## config.mk

```make
export PLATFORM = sky130hd
export DESIGN_NAME = tile_renderer
export DESIGN_NICKNAME = d
export VERILOG_FILES = /design/src/rtl/tankwar_pkg.sv /design/src/rtl/tile_map_ram.sv /design/src/rtl/tile_renderer.sv
export SDC_FILE = /design/constraint.sdc
export NUM_CORES = 1
export LEC_CHECK = 0
export ABC_CLOCK_PERIOD_IN_PS = 15200
export CORE_MARGIN = 2
export CORE_UTILIZATION = 65
export CTS_CLUSTER_DIAMETER = 120
export DETAILED_ROUTE_END_ITERATION = 7
export PLACE_DENSITY = 0.84
export SYNTH_ARGS = -nofsm -noshare
export SYNTH_HDL_FRONTEND = slang
export SYNTH_HIERARCHICAL = 1
export SYNTH_SLANG_ARGS = --single-unit
```

## constraint.sdc

```tcl
create_clock -name vga_clk -period 15.2 [get_ports vga_clk]
set_input_delay 1.52 -clock vga_clk [delete_from_list [all_inputs] [get_ports vga_clk]]
set_output_delay 1.52 -clock vga_clk [all_outputs]
set_load 0.05 [all_outputs]
```

## src/rtl/tankwar_pkg.sv

```systemverilog
// Shared tank-war definitions: tile codes, palette, field geometry and the
// tile-map write FSM states.
package tankwar_pkg;

  typedef enum logic [1:0] {
    TILE_EMPTY = 2'd0,
    TILE_BRICK = 2'd1,
    TILE_STEEL = 2'd2,
    TILE_WATER = 2'd3
  } tile_e;

  typedef enum logic [1:0] {
    ST_CLEAR = 2'd0,
    ST_IDLE  = 2'd1,
    ST_HOLD  = 2'd2
  } wr_state_e;

  localparam int TILE_SHIFT      = 5;
  localparam int FIELD_SIZE      = 512;
  localparam int FRAME_LATCH_ROW = 480;

  localparam logic [11:0] COL_EMPTY  = 12'h000;
  localparam logic [11:0] COL_BRICK  = 12'h04C;
  localparam logic [11:0] COL_MORTAR = 12'h777;
  localparam logic [11:0] COL_STEEL  = 12'hAAA;
  localparam logic [11:0] COL_WATER  = 12'hE52;
  localparam logic [11:0] COL_TANK0  = 12'h0FF;
  localparam logic [11:0] COL_TANK1  = 12'h0F0;

  // Bricks get a mortar line on every eighth row.
  function automatic logic [11:0] tile_colour(input tile_e t, input logic [2:0] row_lsb);
    case (t)
      TILE_BRICK: return (row_lsb == 3'd0) ? COL_MORTAR : COL_BRICK;
      TILE_STEEL: return COL_STEEL;
      TILE_WATER: return COL_WATER;
      default:    return COL_EMPTY;
    endcase
  endfunction

endpackage

```

## src/rtl/tile_map_ram.sv

```systemverilog
// 256 x 2-bit tile map: registered read port plus an independent write port.
module tile_map_ram
  import tankwar_pkg::*;
(
  input  logic       vga_clk,
  input  logic       wr_en_i,
  input  logic [7:0] wr_addr_i,
  input  tile_e      wr_data_i,
  input  logic [7:0] rd_addr_i,
  output tile_e      rd_data_o
);

  tile_e mem_q [256];

  // Contents are established by the owner's clear sweep, not by reset.
  always_ff @(posedge vga_clk) begin
    if (wr_en_i) begin
      mem_q[wr_addr_i] <= wr_data_i;
    end
    rd_data_o <= mem_q[rd_addr_i];
  end

endmodule

```

## src/rtl/tile_renderer.sv

```systemverilog
// Renders the 16x16 tile map plus two tank sprites into the VGA pixel stream,
// and serialises tile-map updates into the vertical blanking window.
module tile_renderer
  import tankwar_pkg::*;
#(
  parameter int LOOKAHEAD = 2
) (
  input  logic            vga_clk,
  input  logic            clrn,
  input  logic [9:0]      row_addr,
  input  logic [9:0]      col_addr,
  input  logic            rdn,
  output logic [11:0]     pixel,
  input  logic            map_wr_valid,
  output logic            map_wr_ready,
  input  logic [7:0]      map_wr_addr,
  input  logic [1:0]      map_wr_tile,
  input  logic [1:0][8:0] tank_x,
  input  logic [1:0][8:0] tank_y,
  input  logic [1:0]      tank_en
);

  localparam logic [9:0] LATCH_ROW = 10'(FRAME_LATCH_ROW);
  localparam logic [9:0] FIELD_LIM = 10'(FIELD_SIZE);

  logic rdn_unused;
  assign rdn_unused = rdn;

  // Stage 1: lookup coordinates and the tile RAM read.
  logic [9:0] look_c;
  logic [9:0] r_q, c_q;
  logic       vld_q;
  tile_e      tile_rd;

  assign look_c = col_addr + 10'(LOOKAHEAD);

  always_ff @(posedge vga_clk or negedge clrn) begin
    if (!clrn) begin
      r_q   <= '0;
      c_q   <= '0;
      vld_q <= 1'b0;
    end else begin
      r_q   <= row_addr;
      c_q   <= look_c;
      vld_q <= 1'b1;
    end
  end

  // Per-frame tank shadow; r_q holds the previous row, so this fires on entry to 480.
  logic            latch_frame;
  logic [1:0]      sh_en_q;
  logic [1:0][8:0] sh_x_q, sh_y_q;

  assign latch_frame = (row_addr == LATCH_ROW) && (r_q != LATCH_ROW);

  always_ff @(posedge vga_clk or negedge clrn) begin
    if (!clrn) begin
      sh_en_q <= '0;
      sh_x_q  <= '0;
      sh_y_q  <= '0;
    end else if (latch_frame) begin
      sh_en_q <= tank_en;
      sh_x_q  <= tank_x;
      sh_y_q  <= tank_y;
    end
  end

  logic [1:0] hit;
  for (genvar gi = 0; gi < 2; gi++) begin : g_tank
    logic [9:0] tx, ty;
    assign tx      = {1'b0, sh_x_q[gi]};
    assign ty      = {1'b0, sh_y_q[gi]};
    assign hit[gi] = sh_en_q[gi] && (c_q >= tx) && (c_q <= tx + 10'd31)
                                 && (r_q >= ty) && (r_q <= ty + 10'd31);
  end

  // Stage 2: colour selection.
  logic [11:0] pixel_d;

  always_comb begin
    pixel_d = COL_EMPTY;
    if (!vld_q || (r_q >= FIELD_LIM) || (c_q >= FIELD_LIM)) begin
      pixel_d = COL_EMPTY;
    end else if (hit[0]) begin
      pixel_d = COL_TANK0;
    end else if (hit[1]) begin
      pixel_d = COL_TANK1;
    end else begin
      pixel_d = tile_colour(tile_rd, r_q[2:0]);
    end
  end

  always_ff @(posedge vga_clk or negedge clrn) begin
    if (!clrn) begin
      pixel <= '0;
    end else begin
      pixel <= pixel_d;
    end
  end

  // Write FSM: clear sweep, then one buffered write committed in blanking.
  wr_state_e  state_q, state_d;
  logic [7:0] clr_cnt_q, clr_cnt_d;
  logic [7:0] buf_addr_q, buf_addr_d;
  tile_e      buf_tile_q, buf_tile_d;
  logic       wr_en;
  logic [7:0] wr_addr;
  tile_e      wr_data;

  always_ff @(posedge vga_clk or negedge clrn) begin
    if (!clrn) begin
      state_q    <= ST_CLEAR;
      clr_cnt_q  <= '0;
      buf_addr_q <= '0;
      buf_tile_q <= TILE_EMPTY;
    end else begin
      state_q    <= state_d;
      clr_cnt_q  <= clr_cnt_d;
      buf_addr_q <= buf_addr_d;
      buf_tile_q <= buf_tile_d;
    end
  end

  always_comb begin
    state_d      = state_q;
    clr_cnt_d    = clr_cnt_q;
    buf_addr_d   = buf_addr_q;
    buf_tile_d   = buf_tile_q;
    map_wr_ready = 1'b0;
    wr_en        = 1'b0;
    wr_addr      = buf_addr_q;
    wr_data      = buf_tile_q;
    case (state_q)
      ST_CLEAR: begin
        wr_en     = 1'b1;
        wr_addr   = clr_cnt_q;
        wr_data   = TILE_EMPTY;
        clr_cnt_d = clr_cnt_q + 8'd1;
        if (clr_cnt_q == 8'hFF) begin
          state_d = ST_IDLE;
        end
      end
      ST_IDLE: begin
        map_wr_ready = 1'b1;
        if (map_wr_valid) begin
          buf_addr_d = map_wr_addr;
          buf_tile_d = tile_e'(map_wr_tile);
          state_d    = ST_HOLD;
        end
      end
      ST_HOLD: begin
        if (row_addr >= LATCH_ROW) begin
          wr_en   = 1'b1;
          state_d = ST_IDLE;
        end
      end
      default: state_d = ST_CLEAR;
    endcase
  end

  tile_map_ram u_map (
    .vga_clk   (vga_clk),
    .wr_en_i   (wr_en),
    .wr_addr_i (wr_addr),
    .wr_data_i (wr_data),
    .rd_addr_i ({row_addr[TILE_SHIFT+3:TILE_SHIFT], look_c[TILE_SHIFT+3:TILE_SHIFT]}),
    .rd_data_o (tile_rd)
  );

endmodule

```

==> metrics.md <==
| Metric | Value |
|---|---|
| Starting Density | `approximately two thirds` |
| RSZ-0062 raised after global routing | `false` |
| Rows | `74` |
| Pre-CTS WS | `approximately 9000 ps` |
| Placed inst area | `28200 sq um` |
| Worst path arrival time | `5940 ps` |
| Commonest non-fill, non-tap cell in the layout | `edfxtp_1` |
| Netlist cell types | `75` |
| Fin area | `30100 sq um` |
| Ys flop type | `edfxtp_1` |
| Sequential cell area | `17700 sq um` |
| Yosys warning count | `6` |
| Relative slew slack | `17.6%` |
| Final hold vios | `0` |
| First DRT Iteration DRCs | `2362` |
| ANT nets after route | `0` |
| Die height | `208 um` |
| CTS Hold Buffers Added | `0` |
| H-tree lvl count | `2` |
| Vias in the first global route | `16500` |
| Clk pin slew, worst setup/hold paths | `60 ps` |
| Vias/cell | `approximately 6.7` |
| Worst-Margin Slew | `1240 ps` |
| Count of final max-slew check failures | `0` |
| Crit start category | `input pin` |
| Post-DP HPWL | `37.6 mm` |
| Yosys reg bits | `605` |
| # setup viols final | `0` |
| PwrDens | `148 nW/um^2` |
| Gr ovfl total | `0` |
| Post-synth EDFFs | `about 510` |
| Pre-Repair DR Iteration Count | `6` |
| Horiz. Die Dim | `208 um` |
| Synth Cell Area | `27100 sq um` |
| # DRC | `0` |
| Synth Area per Inst | `~15 sq um` |
| Vias | `16300` |
| Setup Fix Bufs, Post-CTS | `0` |
| Period minus WS final | `5470 ps` |
| Clock skew | `42.7 ps` |
| Top-Level Pins | `85` |
| Ys async rst share | `15.0%` |
| GRT Util Overall | `between 20% and 30%` |
| Setup ws final | `9730 ps` |
| Crit end category | `flop` |
| First-pass GRT wire length | `96.5 mm` |
| N_diodes | `0` |
| Critical path peak fanout | `116` |
| WL/cell | `26.5 um` |
| Seq/Total Area, Yosys | `65.2%` |
| Die area | `43400 sq um` |
| Worst VDD drop | `0.163 mV` |
| CTS Buffer Depth | `3` |
| Pleak | `0.0104 uW` |
| Port Buffers | `83` |
| NumNets Final | `1998` |
| Core area | `41000 sq um` |
| Post_cts resized | `0` |
| Num CTS Buffers | `57` |
| Max-cap viol count | `0` |
| Clk Latency, worst-skew pair | `650 ps` |
| WP data required | `about 16000 ps` |
| Tcrit/Tclk final | `roughly 36%` |
| Status | `finished, final reports clean` |
| GPL Wtd Cong | `0.874` |
| Area occupied by multi-input gates | `8650 sq um` |
| Synth Net Count | `1934` |
| P&R area growth vs syn | `10.7%` |
| HP Class | `flop to flop` |
| Pin count of the biggest net entering global routing | `257` |
| Setup TNS | `0 ps` |
| Kind of critical path | `input pin to flop` |
| Share of cells above drive strength 1 | `14.3%` |
| Max frequency | `0.183 GHz` |
| Routed wire length | `64.2 mm` |
| CTS root buffer | `clkbuf_16` |
| CTS sink cnt | `around 610` |
| TritonCTS clock tree | `built` |
| Synth Instances | `1780` |
| Layout fillers | `2379` |
| Initial antenna violation count | `2` |
| Most frequent cells in the layout | `512 x edfxtp_1, 280 x nor2_1, 91 x dfrtp_1` |
## worst max-delay path, cell delays in order
cell	delay, ps
clkdlybuf4s50_1	560
ha_1	250
nand3_1	140
xnor2_2	260
buf_12	600
buf_4	770
mux4_2	610
a22o_1	260
a211oi_1	300
o31ai_1	150
o22ai_1	240
a211oi_2	90
## per-layer routing
metal	vias up	track usage [%]	wire (um)
li1	6987	-	-
met1	8140	39.6	23700
met2	1030	48.9	31400
met3	189	5.57	6330
met4	0	12.9	2750
met5	-	0	0
## registers in the layout (all words and copies together), names as in the netlist, 8 cells and up
signal / cells
buf_addr_q: 8
g_tank.tx: 18
pixel: 12
c_q: 10
g_tank.ty: 18
u_map/mem_q: 512
clr_cnt_q: 8
r_q: 10
## path summary, 6_finish.rpt
kind	slack, ps	depth (start not counted)	to	start
min	510	1	g_tank[1].tx[4]$_DFFE_PN0P_	g_tank[1].tx[4]$_DFFE_PN0P_
max	9730	12	u_map/rd_data_o[0]$_DFF_P_	col_addr[1]
max reg2reg	11430	6	u_map/mem_q[176][1]$_DFFE_PP_	state_q[1]$_DFFE_PN0P_
max in group asynchronous	13210	2	c_q[4]$_DFF_PN0_	clrn
min in group asynchronous	710	1	buf_addr_q[3]$_DFFE_PN0P_	clrn
min reg2reg	510	1	g_tank[1].tx[4]$_DFFE_PN0P_	g_tank[1].tx[4]$_DFFE_PN0P_
## cells by family after synthesis
| group | Yosys count | share of synthesized area (%) |
|---|---|---|
| and+or+nand+nor | 481 | 7.68 |
| adders and majority gates | 82 | 3.78 |
| DFF | 605 | 65.2 |
| xor gates and xnor gates | 42 | 1.36 |
| muxes | 228 | 13.7 |
| AOI/OAI and AO/OA | 187 | 5.15 |
| buffers and inverters | 154 | 3.15 |
| other | 1 | 0.0138 |
## report_power, final
group          switching (uW)  internal (uW)
clock                     628            759
sequential               42.7           2060
combinational             729            223
total                    1400           3050
## metrics by stage
| stage | util, % | hold WS [ps] | std cells | total power, uW |
|---|---|---|---|---|
| finish | 73.3 | 508 | 2424 | 4450 |
| global route | 73.3 | 532 | 2424 | 4570 |
| CTS | 73.3 | 507 | 2424 | 4430 |
| detailed placement | 68.8 | 482 | 2317 | 3060 |
| global placement | 68.8 | 475 | 2317 | 3020 |
| floorplan | - | 458 | 1780 | 2760 |
## cells in the mapped netlist (17+ instances only)
cell type	number	area, sq um
a21oi_1	29	145
edfxtp_1	512	15400
nor3_1	17	85.1
nand2_1	64	240
mux4_2	82	1850
a211oi_1	18	135
mux2_2	60	676
inv_1	54	203
nand4_1	25	156
o21ai_0	21	105
mux4_1	20	526
dfrtp_1	91	2280
clkbuf_1	56	210
ha_1	82	1030
nor2_1	280	1050
mux2i_1	61	611
nand3_1	50	250
xnor2_1	38	333
## final cells by class
cell class	instances	share of cell area, %
clock buffer	67	4.95
tap	532	2.22
multi-input combinational	1021	28.8
sequential	605	58.9
inverter	56	0.699
clock inverter	40	1.15
timing repair buffer	103	3.34
(Power assumes the default switching activity.)
